<file path="config.mk">
export PLATFORM = sky130hd
export DESIGN_NAME = visualizador_led_param
export DESIGN_NICKNAME = d
export VERILOG_FILES = /design/src/rtl/visualizador_pkg.sv /design/src/rtl/divisor_parpadeo.sv /design/src/rtl/visualizador_led_param.sv
export SDC_FILE = /design/constraint.sdc
export NUM_CORES = 1
export LEC_CHECK = 0
export ABC_AREA = 1
export ABC_CLOCK_PERIOD_IN_PS = 1480
export BUFFER_PORTS_ARGS = -buffer_cell sky130_fd_sc_hd__buf_2
export CELL_PAD_IN_SITES_DETAIL_PLACEMENT = 1
export CELL_PAD_IN_SITES_GLOBAL_PLACEMENT = 2
export CORE_UTILIZATION = 30
export CTS_CLUSTER_SIZE = 24
export DETAILED_ROUTE_END_ITERATION = 8
export GPL_TIMING_DRIVEN = 0
export PLACE_DENSITY_LB_ADDON = 0.1
export SETUP_SLACK_MARGIN = 0.4
export SYNTH_ARGS = -nofsm -noshare
export SYNTH_HDL_FRONTEND = slang
export SYNTH_SLANG_ARGS = --single-unit
</file>
<file path="constraint.sdc">
create_clock -name clk -period 1.48 [get_ports clk]
set_input_delay 0.148 -clock clk [delete_from_list [all_inputs] [get_ports clk]]
set_output_delay 0.148 -clock clk [all_outputs]
set_load 0.01 [all_outputs]
</file>
<file path="src/rtl/visualizador_pkg.sv">
// rtl/visualizador_pkg.sv - shared display-mode and FSM-state types for the LED visualiser
package visualizador_pkg;

  typedef enum logic [1:0] {
    MODO_ONEHOT   = 2'b00,
    MODO_TERMO    = 2'b01,
    MODO_PARPADEO = 2'b10,
    MODO_APAGADO  = 2'b11
  } modo_t;

  typedef enum logic {
    MOSTRAR  = 1'b0,
    DESTELLO = 1'b1
  } estado_t;

endpackage

</file>
<file path="src/rtl/divisor_parpadeo.sv">
// rtl/divisor_parpadeo.sv - free-running blink divisor, toggles fase every BLINK_DIV cycles
module divisor_parpadeo #(
  parameter int BLINK_DIV = 25_000_000
) (
  input  logic clk,
  input  logic rst,
  output logic fase
);

  localparam int CW = $clog2(BLINK_DIV + 1);

  logic [CW-1:0] cnt_blink;

  // fase resets to 1 so a freshly loaded value is lit before the first off phase.
  always_ff @(posedge clk) begin
    if (rst) begin
      cnt_blink <= '0;
      fase      <= 1'b1;
    end else if (cnt_blink == CW'(BLINK_DIV - 1)) begin
      cnt_blink <= '0;
      fase      <= ~fase;
    end else begin
      cnt_blink <= cnt_blink + 1'b1;
    end
  end

endmodule

</file>
<file path="src/rtl/visualizador_led_param.sv">
// rtl/visualizador_led_param.sv - registered LED visualiser with display modes and change flash
module visualizador_led_param
  import visualizador_pkg::*;
#(
  parameter int WIDTH        = 2,
  parameter int BLINK_DIV    = 25_000_000,
  parameter int FLASH_CYCLES = 12_500_000
) (
  input  logic                clk,
  input  logic                rst,
  input  logic [WIDTH-1:0]    valor,
  input  logic                cargar,
  input  logic [1:0]          modo,
  output logic [2**WIDTH-1:0] leds,
  output logic                destello
);

  localparam int N  = 2**WIDTH;
  localparam int FW = $clog2(FLASH_CYCLES + 1);

  logic [WIDTH-1:0] registro;
  estado_t          estado;
  logic [FW-1:0]    cnt_flash;
  logic             fase;
  logic [N-1:0]     one_hot;
  logic [N-1:0]     termo;
  logic [N-1:0]     leds_next;
  logic             cambio;

  divisor_parpadeo #(
    .BLINK_DIV(BLINK_DIV)
  ) u_divisor (
    .clk (clk),
    .rst (rst),
    .fase(fase)
  );

  assign cambio = cargar && (valor != registro);

  // Thermometer wraps to all ones when registro = N-1 since the shifted bit falls off.
  always_comb begin
    one_hot = N'(1) << registro;
    termo   = (one_hot << 1) - N'(1);
    leds_next = '0;
    if (modo_t'(modo) == MODO_APAGADO) begin
      leds_next = '0;
    end else if (estado == DESTELLO) begin
      leds_next = '1;
    end else begin
      case (modo_t'(modo))
        MODO_ONEHOT:   leds_next = one_hot;
        MODO_TERMO:    leds_next = termo;
        MODO_PARPADEO: leds_next = fase ? one_hot : '0;
        default:       leds_next = '0;
      endcase
    end
  end

  always_ff @(posedge clk) begin
    if (rst) begin
      registro  <= '0;
      estado    <= MOSTRAR;
      cnt_flash <= '0;
      leds      <= '0;
      destello  <= 1'b0;
    end else begin
      if (cargar) registro <= valor;
      if (cambio) begin
        estado    <= DESTELLO;
        cnt_flash <= '0;
      end else if (estado == DESTELLO) begin
        if (cnt_flash == FW'(FLASH_CYCLES - 1)) begin
          estado    <= MOSTRAR;
          cnt_flash <= '0;
        end else begin
          cnt_flash <= cnt_flash + 1'b1;
        end
      end
      leds     <= leds_next;
      destello <= (estado == DESTELLO);
    end
  end

endmodule

</file>
==> metrics <==
RePlAce Congestion=between 0.7 and 0.8; Synth Area in Compound Gates=0.0734; Syn-to-layout area delta=49.8%; initial antenna violation count=0; layout net count=between 500 and 600; via/cell ratio=4.75; Adder-Cell Fraction of Synth Area=0.00789; post-synthesis register bit count=58; final instance area=roughly 4800 um2; main combinational cell family by area after synthesis=simple AND/OR/NAND/NOR gates; via count=3,215; ANT nets after route=0; Setup Crit Path Kind=flop to flop; storage element area=between 1000 and 1500 um2; First DRT Iteration DRCs=52; H-tree Lvls=3; post-synthesis sequential area ratio=0.366; RSZ-0062 raised after global routing=yes; die height=~100 um; Reg2Reg Launch Point=u_divisor.cnt_blink[0]; Die Width=105 um; worst setup path endpoint=u_divisor.cnt_blink[3]; yosys warns=0; Worst VDD drop=around 0.37 mV; Slew Viols, Final=0; n_diodes=0; Worst setup SP type=flop; Mapped Avg Cell Area=about 7 um2; IO Port Bufs=11; Worst Tran Pin Value=0.579 ns; Final Critical Period=1.51 ns; FILL cells=between 1k and 1.5k; Setup Skew=0.0111 ns; worst slack, placed=-0.130 ns; unique cell type count in the Yosys netlist=35; Final TNS setup=-0.105 ns; worst r2r dst=u_divisor.cnt_blink[3]; reg2reg setup slack=-0.03 ns; TritonCTS Buffers=9; syn_nets=~470; simple-gate portion of the synthesized area=0.413; hold path cells=3; Hold Violations, Final=0; Critical Path AT=~1.8 ns; Final Cycle Share=1.02; Setup Viol. Count Final=5; row count=37; largest net degree at the start of global routing=11; worst-skew pair later-pin latency=~0.36 ns; top post-synthesis cells by area=dfxtp_1, nand2_1, nor2_1; multi-input logic area=2200 um2; layout cells sized above 1=0.464; DRC=0; Avg WL per Cell=15.4 um; critical-path maximum fanout=5; Reg clk slew, reported paths=~0.070 ns; Worst path slowest cell=dfxtp_4; TritonCTS clock tree=built; vias in the first global route=around 3.3k; Core ar.=10,300 um2; die area=roughly 11,000 um2; Post-DP HPWL=6900 um; DRT Wirelength=between 10,000 and 15,000 um; status=finished with violations; Worst setup startpoint=u_divisor.cnt_blink[0]; post-synthesis mux area share=0; first-pass GRT wire length=between 15,000 and 20,000 um; Max-Cap Viols=0; Power Dens Cells=between 800 and 900 nW/um2; Yosys top cell area share=0.366; data required time of the worst path=~1.7 ns; cell area after synthesis=~3200 um2; Detailed Routing Iterations Pass 1=4; Leakage=~0.0017 uW; clock sink count=58; Initial Util=0.308; r2r worst-path depth=12; Clock Tree Buf Depth=2; root buf cell=clkbuf_8; Worst Hold Class=primary input to flop; CP most frequent cell=nand2_4; fmax=0.664 GHz; remaining global-route overflow=0; Worst path max stage delay=around 0.36 ns; Placed Area=~3500 um2; setup ws final=-0.0257 ns; crit end category=flop; Rel. slew slack=0.610; total global-route track usage=0.196; crit-path cells=ha_4, nand2_2, inv_2, nand2_4, clkinv_4, nand2_4, nor2_4, nand2_2, nand2_4, buf_12, clkbuf_16, nor2_2; failing checks=setup timing; Synth Instances=between 400 and 500; Ports=12; Synth Area in XOR/XNOR=0.0552; leading area contributor after synthesis=dfxtp_1
==> cells in the final DEF, fill, tap and decap left out, types with 4 or more instances in the layout <==
cell	count
nand3_2	4
nand3_4	5
xnor2_1	5
buf_2	12
a21oi_2	13
nand2_4	7
o21ai_0	6
dfxtp_2	30
a21oi_1	9
nor3_1	4
nor2_4	17
nand3b_1	4
dfxtp_4	7
nor2_2	29
inv_1	44
bufinv_16	4
buf_6	20
xor2_1	11
nand3_1	18
inv_2	7
nand2_2	22
nor2_1	48
dfxtp_1	21
nor3_4	4
nand2_1	92
nor3_2	8
buf_12	5
nand4_1	19
clkbuf_8	11
buf_4	28
==> metrics by stage <==
stage	total power (uW)	util	hold slack, ns	cells
CTS	3960	0.415	0.0797	656
global placement	1850	0.339	0.344	610
detailed placement	1850	0.339	0.346	610
finish	4020	0.462	0.107	677
floorplan	1780	-	0.217	463
global route	4180	0.462	0.109	677
==> cells by family after synthesis <==
| kind of cell | count (synthesis) |
|---|---|
| AOI/OAI and AO/OA | 38 |
| adders and majority gates | 2 |
| buffers and inverters | 61 |
| DFF | 58 |
| and+or+nand+nor | 284 |
| xor gates and xnor gates | 20 |
==> layout make-up <==
type,instances,area share
multi-input cells,344,0.464
flip-flops and latches,58,0.258
repair buffers,62,0.123
inverters,54,0.0450
well taps,136,0.0358
clock buffers,11,0.0298
clock inverters,5,0.0263
plain buffers,7,0.0187
==> timing repair <==
item | CTS | global route
buffers inserted | 26 | 20
hold buffers | 1 | 0
pin swaps | 24 | 30
resized for setup | 75 | 93
endpoints found under the setup margin | 55 | 56
hold endpoints to repair | 2 | 0
gates cloned | 3 | 1
==> routing by layer <==
layer / up-vias / GRT usage / share of wire / wire [um]
met1: 1572 / 0.232 / 0.45 / 4640
met3: 8 / 0.0299 / 0.012 / 126
li1: 1622 / - / - / -
met5: - / 0 / 0 / 0
met2: 13 / 0.350 / 0.53 / 5510
met4: 0 / 0.0815 / 0.013 / 132
==> how the worst min path moves through the flow <==
stage                       start     endpoint  slack [ns]
after CTS                  cargar       estado        0.08
final                      cargar  registro[0]        0.11
after floorplan               rst       estado        0.22
after global routing      modo[1]      leds[0]        0.11
after detailed placement      rst       estado        0.35
after global placement        rst       estado        0.34
==> registers in the layout, indices dropped and copies added (netlist names) <==
register,flops
registro,2
leds,4
destello,1
u_divisor.cnt_blink,25
estado,1
cnt_flash,24
u_divisor.fase,1
==> Yosys cell counts, drive strengths merged <==
library cell	number
nand2	121
nor2	94
dfxtp	58
inv	53
nand3	27
a21oi	24
nand4	19
nor3	16
xor2	13
o21ai	9
xnor2	7
buf	6
nand3b	4
or2	3
ha	2
a211oi	1
a31oi	1
clkbuf	1
clkinv	1
o2111ai	1
o211ai	1
o21bai	1
==> worst max-delay path: cells and delay by family (launching register included) <==
| family | cells | cell delay [ns] |
|---|---|---|
| adder cells (fa/ha/maj) | 1 | 0.13 |
| buffers and inverters | 4 | 0.43 |
| flip-flops | 1 | 0.36 |
| AND/OR/NAND/NOR | 7 | 0.48 |
==> where the power goes <==
part | internal (uW) | leakage [uW] | switching [uW]
logic | 190 | 0.00107 | 206
registers | 1580 | 0.000488 | 20.3
clock network | 1330 | 0.000134 | 691
No activity file was read; power rests on OpenSTA's default activity.
